## config.mk

```make
export PLATFORM = sky130hd
export DESIGN_NAME = sort_frame_loader
export DESIGN_NICKNAME = d
export VERILOG_FILES = /design/src/rtl/sort_pkg.sv /design/src/rtl/sort_key_pack.sv /design/src/rtl/sort_frame_loader.sv
export SDC_FILE = /design/constraint.sdc
export NUM_CORES = 1
export LEC_CHECK = 0
export CORE_AREA = 2 2 373 375
export CTS_BUF_LIST = sky130_fd_sc_hd__clkbuf_2
export CTS_CLUSTER_DIAMETER = 150
export DETAILED_ROUTE_END_ITERATION = 8
export DIE_AREA = 0 0 375 377
export DONT_BUFFER_PORTS = 1
export PLACE_DENSITY = 0.52
export SYNTH_ARGS = -nofsm -noshare
export SYNTH_HDL_FRONTEND = slang
export SYNTH_SLANG_ARGS = --single-unit
```

## constraint.sdc

```tcl
create_clock -name clk -period 3.6 [get_ports clk]
set_input_delay 0.36 -clock clk [delete_from_list [all_inputs] [get_ports clk]]
set_output_delay 0.36 -clock clk [all_outputs]
set_load 0.01 [all_outputs]
```

## src/rtl/sort_pkg.sv

```systemverilog
// -----------------------------------------------------------------------------
// sort_pkg
// Shared definitions for the odd_even_merge_sort front end. This covers the
// sort word geometry, the field positions inside a word, the pad value for
// unused slots, and the frame loader state type.
//
// Sort word layout (29 bits, MSB first):
//   [28:24] idx     arrival slot number inside the frame
//   [23:22] cls     class label
//   [21:16] cnt     count field
//   [15:8]  key_hi  primary key
//   [7:0]   key_lo  secondary key
// -----------------------------------------------------------------------------
package sort_pkg;

  localparam int SORT_W     = 29;
  localparam int SORT_SLOTS = 32;
  localparam int SORT_IDX_W = $clog2(SORT_SLOTS);

  localparam int IDX_LSB = 24;
  localparam int IDX_W   = 5;
  localparam int CLS_LSB = 22;
  localparam int CLS_W   = 2;
  localparam int CNT_LSB = 16;
  localparam int CNT_W   = 6;
  localparam int KHI_LSB = 8;
  localparam int KHI_W   = 8;
  localparam int KLO_LSB = 0;
  localparam int KLO_W   = 8;

  typedef logic [SORT_W-1:0] sort_word_t;

  // All-ones pads sort to the top of an ascending network, so real words
  // always land in the low outputs.
  localparam sort_word_t SORT_PAD = '1;

  typedef enum logic {
    ST_FILL = 1'b0,
    ST_HOLD = 1'b1
  } load_state_t;

  // Recovers the arrival slot of a word after it has been through the sorter.
  function automatic logic [IDX_W-1:0] sort_idx_of(input sort_word_t w);
    return w[IDX_LSB +: IDX_W];
  endfunction

endpackage

```

## src/rtl/sort_key_pack.sv

```systemverilog
// -----------------------------------------------------------------------------
// sort_key_pack
// Purely combinational builder of one sort word from its fields.
//
// Ports:
//   i_idx    in  5   arrival slot number
//   i_cls    in  2   class label
//   i_cnt    in  6   count field
//   i_khi    in  8   primary key
//   i_klo    in  8   secondary key
//   o_word   out 29  packed sort word
// -----------------------------------------------------------------------------
module sort_key_pack
  import sort_pkg::*;
(
  input  logic [IDX_W-1:0] i_idx,
  input  logic [CLS_W-1:0] i_cls,
  input  logic [CNT_W-1:0] i_cnt,
  input  logic [KHI_W-1:0] i_khi,
  input  logic [KLO_W-1:0] i_klo,
  output sort_word_t       o_word
);

  always_comb begin
    o_word                     = '0;
    o_word[IDX_LSB +: IDX_W]   = i_idx;
    o_word[CLS_LSB +: CLS_W]   = i_cls;
    o_word[CNT_LSB +: CNT_W]   = i_cnt;
    o_word[KHI_LSB +: KHI_W]   = i_khi;
    o_word[KLO_LSB +: KLO_W]   = i_klo;
  end

endmodule

```

## src/rtl/sort_frame_loader.sv

```systemverilog
// -----------------------------------------------------------------------------
// sort_frame_loader
// Collects a serial valid/ready stream of pixel records into a frame of up
// to 32 sort words and hands the frame to the combinational sorter in
// parallel. Each word carries its arrival slot in the index field. A frame
// closes on in_last or on the 32nd word, and unused slots read as PAD_WORD.
//
// Ports:
//   clk          in   1        clock, rising edge
//   rst          in   1        synchronous active-high reset
//   in_valid     in   1        record valid
//   in_ready     out  1        loader accepts a record this cycle
//   in_cls       in   2        class label
//   in_cnt       in   6        count field
//   in_key_hi    in   8        primary key
//   in_key_lo    in   8        secondary key
//   in_last      in   1        record closes the frame
//   frame_valid  out  1        a complete frame is held
//   frame_ready  in   1        sorter consumes the frame
//   frame_data   out  N*W      slot i at [i*W +: W], slot 0 -> sorter s1
//   frame_count  out  6        number of real words, 1..32 while held
// -----------------------------------------------------------------------------
module sort_frame_loader
  import sort_pkg::*;
#(
  parameter int         N_SLOTS  = SORT_SLOTS,
  parameter int         W        = SORT_W,
  parameter logic [W-1:0] PAD_WORD = SORT_PAD
)(
  input  logic                   clk,
  input  logic                   rst,
  input  logic                   in_valid,
  output logic                   in_ready,
  input  logic [CLS_W-1:0]       in_cls,
  input  logic [CNT_W-1:0]       in_cnt,
  input  logic [KHI_W-1:0]       in_key_hi,
  input  logic [KLO_W-1:0]       in_key_lo,
  input  logic                   in_last,
  output logic                   frame_valid,
  input  logic                   frame_ready,
  output logic [N_SLOTS*W-1:0]   frame_data,
  output logic [SORT_IDX_W:0]    frame_count
);

  load_state_t           r_state;
  load_state_t           w_state_nxt;
  // One bit wider than the slot index so a full frame reads back as 32.
  logic [SORT_IDX_W:0]   r_cnt;
  logic [W-1:0]          r_mem [N_SLOTS];

  logic                  w_accept;
  logic                  w_close;
  logic                  w_release;
  logic [N_SLOTS-1:0]    w_we;
  sort_word_t            w_word;

  sort_key_pack u_pack (
    .i_idx  (r_cnt[SORT_IDX_W-1:0]),
    .i_cls  (in_cls),
    .i_cnt  (in_cnt),
    .i_khi  (in_key_hi),
    .i_klo  (in_key_lo),
    .o_word (w_word)
  );

  assign w_accept  = in_valid && in_ready;
  assign w_close   = w_accept && (in_last || (r_cnt == (SORT_IDX_W+1)'(N_SLOTS-1)));
  assign w_release = frame_valid && frame_ready;

  always_comb begin
    w_we = '0;
    for (int i = 0; i < N_SLOTS; i++) begin
      w_we[i] = w_accept && (r_cnt[SORT_IDX_W-1:0] == SORT_IDX_W'(i));
    end
  end

  // State register
  always_ff @(posedge clk) begin
    if (rst) begin
      r_state <= ST_FILL;
    end else begin
      r_state <= w_state_nxt;
    end
  end

  // Next-state logic
  always_comb begin
    w_state_nxt = r_state;
    unique case (r_state)
      ST_FILL: if (w_close)     w_state_nxt = ST_HOLD;
      ST_HOLD: if (frame_ready) w_state_nxt = ST_FILL;
      default:                  w_state_nxt = ST_FILL;
    endcase
  end

  // Outputs depend on the registered state only, never on the inputs.
  always_comb begin
    in_ready    = 1'b0;
    frame_valid = 1'b0;
    frame_count = '0;
    unique case (r_state)
      ST_FILL: in_ready = 1'b1;
      ST_HOLD: begin
        frame_valid = 1'b1;
        frame_count = r_cnt;
      end
      default: in_ready = 1'b0;
    endcase
  end

  // Slot counter
  always_ff @(posedge clk) begin
    if (rst) begin
      r_cnt <= '0;
    end else if (w_release) begin
      r_cnt <= '0;
    end else if (w_accept) begin
      r_cnt <= r_cnt + 1'b1;
    end
  end

  // Word storage is left unreset; the pad mux hides stale slots because
  // frame_count is zero outside HOLD.
  always_ff @(posedge clk) begin
    for (int i = 0; i < N_SLOTS; i++) begin
      if (w_we[i]) r_mem[i] <= w_word;
    end
  end

  always_comb begin
    frame_data = '0;
    for (int i = 0; i < N_SLOTS; i++) begin
      frame_data[i*W +: W] = (i < int'(frame_count)) ? r_mem[i] : PAD_WORD;
    end
  end

endmodule

```

==> out/qor_table.md, run 1 <==
| Metric | This run |
|---|---|
| Status | complete, but fails checks |
| Violated checks | antenna violations, negative setup slack |
| Final worst setup slack | -0.192 ns |
| Met2 routed WL | 75.3 mm |
| Launch point of the worst hold path | in_key_hi[3] |
| Number of clock sinks | 935 |
| Maximum fanout count along the critical path | 9 |
| Register area share after synthesis | 78.8% |
| Clock Path Buffers | 3 |
| RSZ-0062 raised after global routing | true |
| Main synth FF type | edfxtp_1 |
| Number of filler instances in the final layout | 13100 |
| Topmost layer with routed signal wires | met5 |
| Most area-hungry cell type in the Yosys netlist | edfxtp_1 |
| Total detailed-routing wirelength | 153 mm |
| Setup clock skew after layout | 0.0959 ns |
| Hold Path Class | primary input to flip-flop |
| H-tree Lvls | 4 |
| Vias per inst | 4.79 |
| CP startpoint | r_cnt[5]$_SDFFE_PP0P_ |
| Share of synthesized registers carrying an async set or reset | 0% |
| Std cell rows | 136 |
| Count of buffers from port buffering | 0 |
| Final nets | 2628 |
| Fmax achieved | 0.264 GHz |
| Number of global-route vias before repair | 21100 |
| Total number of vias | 21900 |
| Wire per inst | 33.5 um |
| CTS tree | built |
| Final period utilization | 105% |
| Grt ovf | 0 |
| GPL Wtd Cong | 0.774 |
| Leak | 14.9 nW |
| Die outline width | 375 um |
| Net count after synthesis | 2181 |
| Class of the most critical setup path | flip-flop to primary output |
| Avg Inst Size Synth | 16.6 um^2 |
| Area growth from synthesis to final layout | 30.9% |
| Clock root buffer master | clkbuf_2 |
| Netlist Area Pre-Place | 35500 um^2 |
| Die footprint | 141000 um^2 |
| Antenna violations before repair | 25 |
| Endpoint arrival time on the critical path | 3.43 ns |
| Wire length on met3 | 14.0 mm |
| Synth Warn # | 0 |
| Initial standard-cell utilization of the core | 25.9% |
| Drt first pass iters | 6 |
| Boundary Pins | 965 |
| Clock Latency Late Sink | 1.65 ns |
| Ratio of cells with drive above 1 in the final layout | 50.0% |
| Post-route antenna net violation count | 1 |
| Number of design-rule violations left by the first detailed-router iteration | 2609 |
| Number of instances in the synthesized netlist | 2146 |
| Least-Margin Pin Slew | 1.12 ns |
| Overall track demand over capacity in global routing | 19.6% |
| Slew Viols, Final | 0 |
| R2R Path Start | r_state$_SDFF_PP0_ |
| Flops & latches, synth | 935 |
| Placed wire-length estimate after detailed placement | 82.6 mm |
| Count of final hold-check violations | 0 |
| Register clock-pin slew on the reported worst setup and hold paths | 0.14 ns |
| Pin count of the biggest net entering global routing | 65 |
| Maximum vdd drop | 335 uV |
| MaxCap Viol Count | 0 |
| Startpoint Class | flip-flop |
| Commonest cells in the synthesized netlist | 928 x edfxtp_1, 465 x or2_2, 232 x nand2b_1 |
| Slew HR | 25.3% |
| Length of routed wiring on met1 | 58.6 mm |
| Number of setup violations in the final report | 511 |
| Share of Yosys cell area claimed by the top area cell type | 78.4% |
| DR DRC count | 0 |
| Unique cell type count in the Yosys netlist | 54 |
| Setup TNS | -37.38 ns |
| CP Capture Type | primary output |
| Top-count cell post-synth | edfxtp_1 |
| Core Region | 137000 um^2 |
| Cell area power density | 437 nW/um^2 |
| CTS Buf Count | 231 |
| Data required time at the worst endpoint | 3.24 ns |
| First-pass GRT wire length | 187 mm |
| Post-layout minimum cycle time | 3.79 ns |
| Setup Slack @ Placement | 0.538 ns |
| Floorplan die height | 377 um |
| Most area-consuming cells after synthesis | edfxtp_1 78%, or2_2 8.2%, nand2b_1 4.1% |
| EDFF count, synth | 928 |
## report_power, final
group / internal (W) / switching [W] / leakage, nW / total (W)
registers: 0.0120 / 0.0000279 / 8.47 / 0.0120
clock network: 0.00262 / 0.00441 / 1.54 / 0.00703
logic: 0.000443 / 0.000806 / 4.92 / 0.00125
total: 0.0151 / 0.00524 / 14.9 / 0.0203
## critical path: stages (launching register included)
cell      delay [ns]
dfxtp_4         0.38
buf_12          0.13
or4_4           0.54
o211ai_4        0.19
buf_12          0.18
buf_16          0.16
or2_4           0.17
## final cells by class
class                   instances  area, um^2  area share (%)
diodes                         24        60.1           0.129
clock buffers                 328        1640            3.53
clock inverters                66         358           0.769
inverters                       8        30.0          0.0646
multi-input cells            1083        8980            19.3
flip-flops and latches        935       28000            60.3
well taps                    1794        2240            4.83
repair buffers                334        5160            11.1
## repair_timing
action	CTS	global route
gates resized for setup	179	387
hold buffers	109	0
pin swaps	16	28
gates cloned	13	38
endpoints found under the setup margin	934	931
buffers inserted	31	85
endpoints found under the hold margin	1703	0
## state kept, by name, indices dropped and copies added, names as in the netlist
name / cells
r_state: 1
r_cnt: 6
r_mem: 928
## cells in the final DEF, fill, tap and decap left out, types with 25 or more instances in the layout
cell | netlist | final
buf_12 | 0 | 62
buf_16 | 0 | 53
buf_4 | 13 | 94
clkbuf_16 | 0 | 26
clkbuf_2 | 21 | 328
clkinv_1 | 0 | 42
dlygate4sd3_1 | 0 | 61
edfxtp_1 | 928 | 928
nand2b_1 | 232 | 159
nand2b_4 | 1 | 72
nand3b_1 | 89 | 89
or2_2 | 465 | 313
or2_4 | 1 | 177
or3_1 | 117 | 25
or3_4 | 1 | 93
## cells by family after synthesis
group	Yosys count	synth area share (%)
xor gates and xnor gates	1	0.0246
and+or+nand+nor	1022	18.1
buffers and inverters	142	1.99
adders and majority gates	6	0.211
AOI/OAI and AO/OA	40	0.848
DFF	935	78.8
## stage by stage
step / cell area [um^2] / cells / utilization (%) / power [W] / hold WS (ns)
6_report: 46500 / 4572 / 34.0 / 0.0203 / 0.391
5_1_grt: 46500 / 4556 / 33.9 / 0.0211 / 0.174
4_1_cts: 43200 / 4429 / 31.5 / 0.0203 / 0.0186
3_5_place_dp: 38000 / 3882 / 27.7 / 0.0127 / 0.429
3_3_place_gp: 38000 / 3882 / 27.7 / 0.0127 / 0.431
2_1_floorplan: 35500 / 2146 / - / 0.0125 / 0.429
## metal layers
metal	GRT usage (%)	vias to the layer above
met1	23.6	11200
met4	8.22	2
met3	6.16	308
li1	-	8788
met5	0	-
met2	32.5	1589
## worst paths after layout
kind | to | slack, ns | cells after the start
worst max register to register | r_mem[0][88]$_DFFE_PP_ | 0.55 | 7
worst min-delay path | r_mem[0][446]$_DFFE_PP_ | 0.39 | 4
worst max-delay path | frame_data[712] | -0.19 | 6
worst min register to register | r_cnt[5]$_SDFFE_PP0P_ | 0.68 | 3
Note: power is estimated with default switching activity, not from simulation.
==> run 2, diff against run 1 <==
ABC_AREA = 1   (was not set)
CORE_AREA = 2 2 376 378   (was 2 2 373 375)
DIE_AREA = 0 0 378 380   (was 0 0 375 377)
PLACE_DENSITY = 0.53   (was 0.52)
SKIP_LAST_GASP = 1   (was not set)
==> run 2 against run 1 <==
Compared with the run above: clock power is 4.1% higher; fmax increased by 0.28%; setup slack better by 0.011 ns; utilization grew 1.6 points; global-route usage is 0.81 points higher; via count grew 9.6%; routed wire length increased by 1.8%; largest cell class unchanged; count of clock-buffer cells in the layout grew 11; area after synthesis is 1.8% higher; critical path type unchanged; sequential power is essentially flat; the run ends with negative setup slack left.
==> out/qor_table.md, run 2 <==
| Metric | This run |
|---|---|
| Die outline width | 378 um |
| DR DRC count | 0 |
| Power consumption | 0.0206 W |
| Post-route core utilization | 35.6% |
| Least-Margin Pin Slew | 1.17 ns |
| Die footprint | 144000 um^2 |
| Cell area power density | 416 nW/um^2 |
| CTS Buf Count | 241 |
| Endpoint arrival time on the critical path | 3.42 ns |
| Hold-critical path depth | 4 |
| Number of instances in the synthesized netlist | 2649 |
| CP Capture Type | primary output |
| Number of clock sinks | 935 |
| Initial standard-cell utilization of the core | 26.0% |
| Fmax achieved | 0.264 GHz |
| Launch point of the worst hold path | in_key_hi[3] |
| Status | complete, but fails checks |
| CTS tree | built |
| Synth Warn # | 0 |
| Final worst setup slack | -0.182 ns |
| Met3 usage in global routing | 6.02% |
| Unique cell type count in the Yosys netlist | 28 |
| Share of Yosys cell area claimed by the top area cell type | 77.0% |
| Reg2reg path depth | 11 |
| Number of setup violations in the final report | 639 |
| Number of filler instances in the final layout | 13500 |
| Avg Inst Size Synth | 13.7 um^2 |
| Core Region | 139000 um^2 |
| Wire per inst | 29.2 um |
| Top-count cell post-synth | edfxtp_1 |
| Most common cell after layout, fill and taps aside | edfxtp_1 |
| Register clock-pin slew on the reported worst setup and hold paths | 0.09 ns |
| R2R Path Start | r_cnt[0]$_SDFFE_PP0P_ |
| Maximum vdd drop | 300 uV |
| H-tree Lvls | 4 |
| Class of the most critical setup path | flip-flop to primary output |
| Register area share after synthesis | 77.4% |
| Count of final hold-check violations | 0 |
| Clock Path Buffers | 3 |
| FF-to-FF End | r_cnt[5]$_SDFFE_PP0P_ |
| Biggest regs | r_mem: 928 flops, r_cnt: 6 flops, r_state: 1 flops |
| GPL Wtd Cong | 0.779 |
| Clock root buffer master | clkbuf_2 |
| Slew Viols, Final | 0 |
| Net count after synthesis | 2684 |
| Flops & latches, synth | 935 |
| Std cell rows | 137 |
| Total number of vias | 24000 |
| Boundary Pins | 965 |
| Met2 track demand over resource | 34.8% |
| Total detailed-routing wirelength | 156 mm |
| Maximum fanout count along the critical path | 8 |
| EDFF count, synth | 928 |
| Pin count of the biggest net entering global routing | 59 |
| Routing usage on met1 | 24.8% |
| Largest Register | r_mem |
| Ratio of cells with drive above 1 in the final layout | 37.4% |
| Violated checks | negative setup slack |
| Most used cells in the layout excluding fill and tap cells | 928 x edfxtp_1, 508 x inv_1, 339 x clkbuf_2 |
| Setup Slack @ Placement | 0.551 ns |
| Area growth from synthesis to final layout | 36.8% |
| Post-route antenna net violation count | 0 |
| Flip-flop count of the largest register, all copies and words added | 928 |
| Most area-consuming cells after synthesis | edfxtp_1 77%, nand2_1 5.7%, nand3b_1 5.4% |
| Drt first pass iters | 5 |
| Most utilized layer in the global route result | met2 |
| Clock Latency Late Sink | 1.68 ns |
| Critical path endpoint | frame_data[813] |
| Slew HR | 22.3% |
| Commonest cells in the synthesized netlist | 928 x edfxtp_1, 545 x nand2_1, 512 x inv_1 |
| Number of global-route vias before repair | 23200 |
| Setup slack, reg-to-reg | -0.02 ns |
| Netlist Area Pre-Place | 36200 um^2 |
| Data required time at the worst endpoint | 3.24 ns |
| Startpoint Class | flip-flop |
| Leak | 18.6 nW |
| Final-layout worst hold slack | 0.411 ns |
| Final period utilization | 105% |
| Most area-hungry cell type in the Yosys netlist | edfxtp_1 |
| CP startpoint | r_state$_SDFF_PP0_ |
| Grt ovf | 0 |
| RSZ-0062 raised after global routing | true |
| Post-layout minimum cycle time | 3.78 ns |
| MaxCap Viol Count | 0 |
| Count of buffers from port buffering | 0 |
| Share of synthesized registers carrying an async set or reset | 0% |
| Final nets | 3319 |
| Hold Path Class | primary input to flip-flop |
| Setup clock skew after layout | 0.157 ns |
| Antenna violations before repair | 27 |
| Placed wire-length estimate after detailed placement | 82.9 mm |
| First-pass GRT wire length | 199 mm |
| Overall track demand over capacity in global routing | 20.4% |
| Vias per inst | 4.49 |
| Main synth FF type | edfxtp_1 |
| Number of design-rule violations left by the first detailed-router iteration | 2407 |
| Floorplan die height | 380 um |
## run 2: layer usage
layer,vias to the layer above,wire (um),part of all wire (%)
met1,12100,59500,38
met4,4,3460,2.2
met3,217,15000,9.6
li1,10100,-,-
met2,1523,77900,50
met5,-,17,0.011
## run 2: how the worst min path moves through the flow
stage	endpoint	slack, ns
after global placement	r_state$_SDFF_PP0_	0.44
after global routing	r_mem[0][388]$_DFFE_PP_	0.19
final	r_mem[0][388]$_DFFE_PP_	0.41
after CTS	r_mem[0][388]$_DFFE_PP_	0.11
after detailed placement	r_state$_SDFF_PP0_	0.44
after floorplan	r_state$_SDFF_PP0_	0.43
## run 2: logic make-up (layout without fill, tap and decap cells)
group                    after synthesis  count (layout)  share of synthesized area [%]
buffers and inverters                649            1451                           7.16
AO/OA/AOI/OAI                         24              25                          0.384
flip-flops                           935             935                           77.4
other                                  0              17                              0
adder cells (fa/ha/maj)                6               6                          0.207
AND/OR/NAND/NOR                     1035            1036                           14.8
## run 2: per-stage QoR
stage / instances / area (um^2) / TNS [ns]
global route: 5337 / 49500 / -268.89
global placement: 4667 / 40300 / 0
detailed placement: 4667 / 40300 / 0
finish: 5346 / 49500 / -51.07
CTS: 5288 / 47500 / -309.23
floorplan: 2649 / 36200 / 0
## run 2: repair_timing
item / in CTS / in global routing
setup buffers: 65 / 26
hold buffers: 114 / 0
endpoints found under the hold margin: 1616 / 0
gates cloned: 30 / 21
setup endpoints to repair: 931 / 890
pin swaps: 37 / 21
resized for setup: 419 / 340
## run 2: critical path, cell delays in order (launching register included)
cell and delay, ns:
dfxtp_4 0.39, buf_12 0.14, nand2_8 0.08, buf_12 0.14
nand2_8 0.07, buf_6 0.12, nor2_4 0.17, buf_4 0.17
a21oi_4 0.05, buf_12 0.14, buf_16 0.16, nand2_4 0.09
## run 2: area by class of cell
cell class | count | area [um^2] | area share (%)
flip-flops and latches | 935 | 28000 | 56.6
multi-input cells | 1067 | 7910 | 16.0
repair buffers | 516 | 7020 | 14.2
well taps | 1876 | 2350 | 4.74
inverters | 521 | 2010 | 4.06
clock buffers | 339 | 1700 | 3.43
clock inverters | 73 | 419 | 0.847
diodes | 17 | 42.5 | 0.0859
repair inverters | 2 | 15.0 | 0.0303
## run 2: where the power goes
part / switching [W] / internal (W) / leakage, nW
Clock: 0.00452 / 0.00280 / 1.62
Sequential: 0.0000237 / 0.0120 / 8.39
Combinational: 0.000835 / 0.000379 / 8.63
Total: 0.00538 / 0.0152 / 18.6
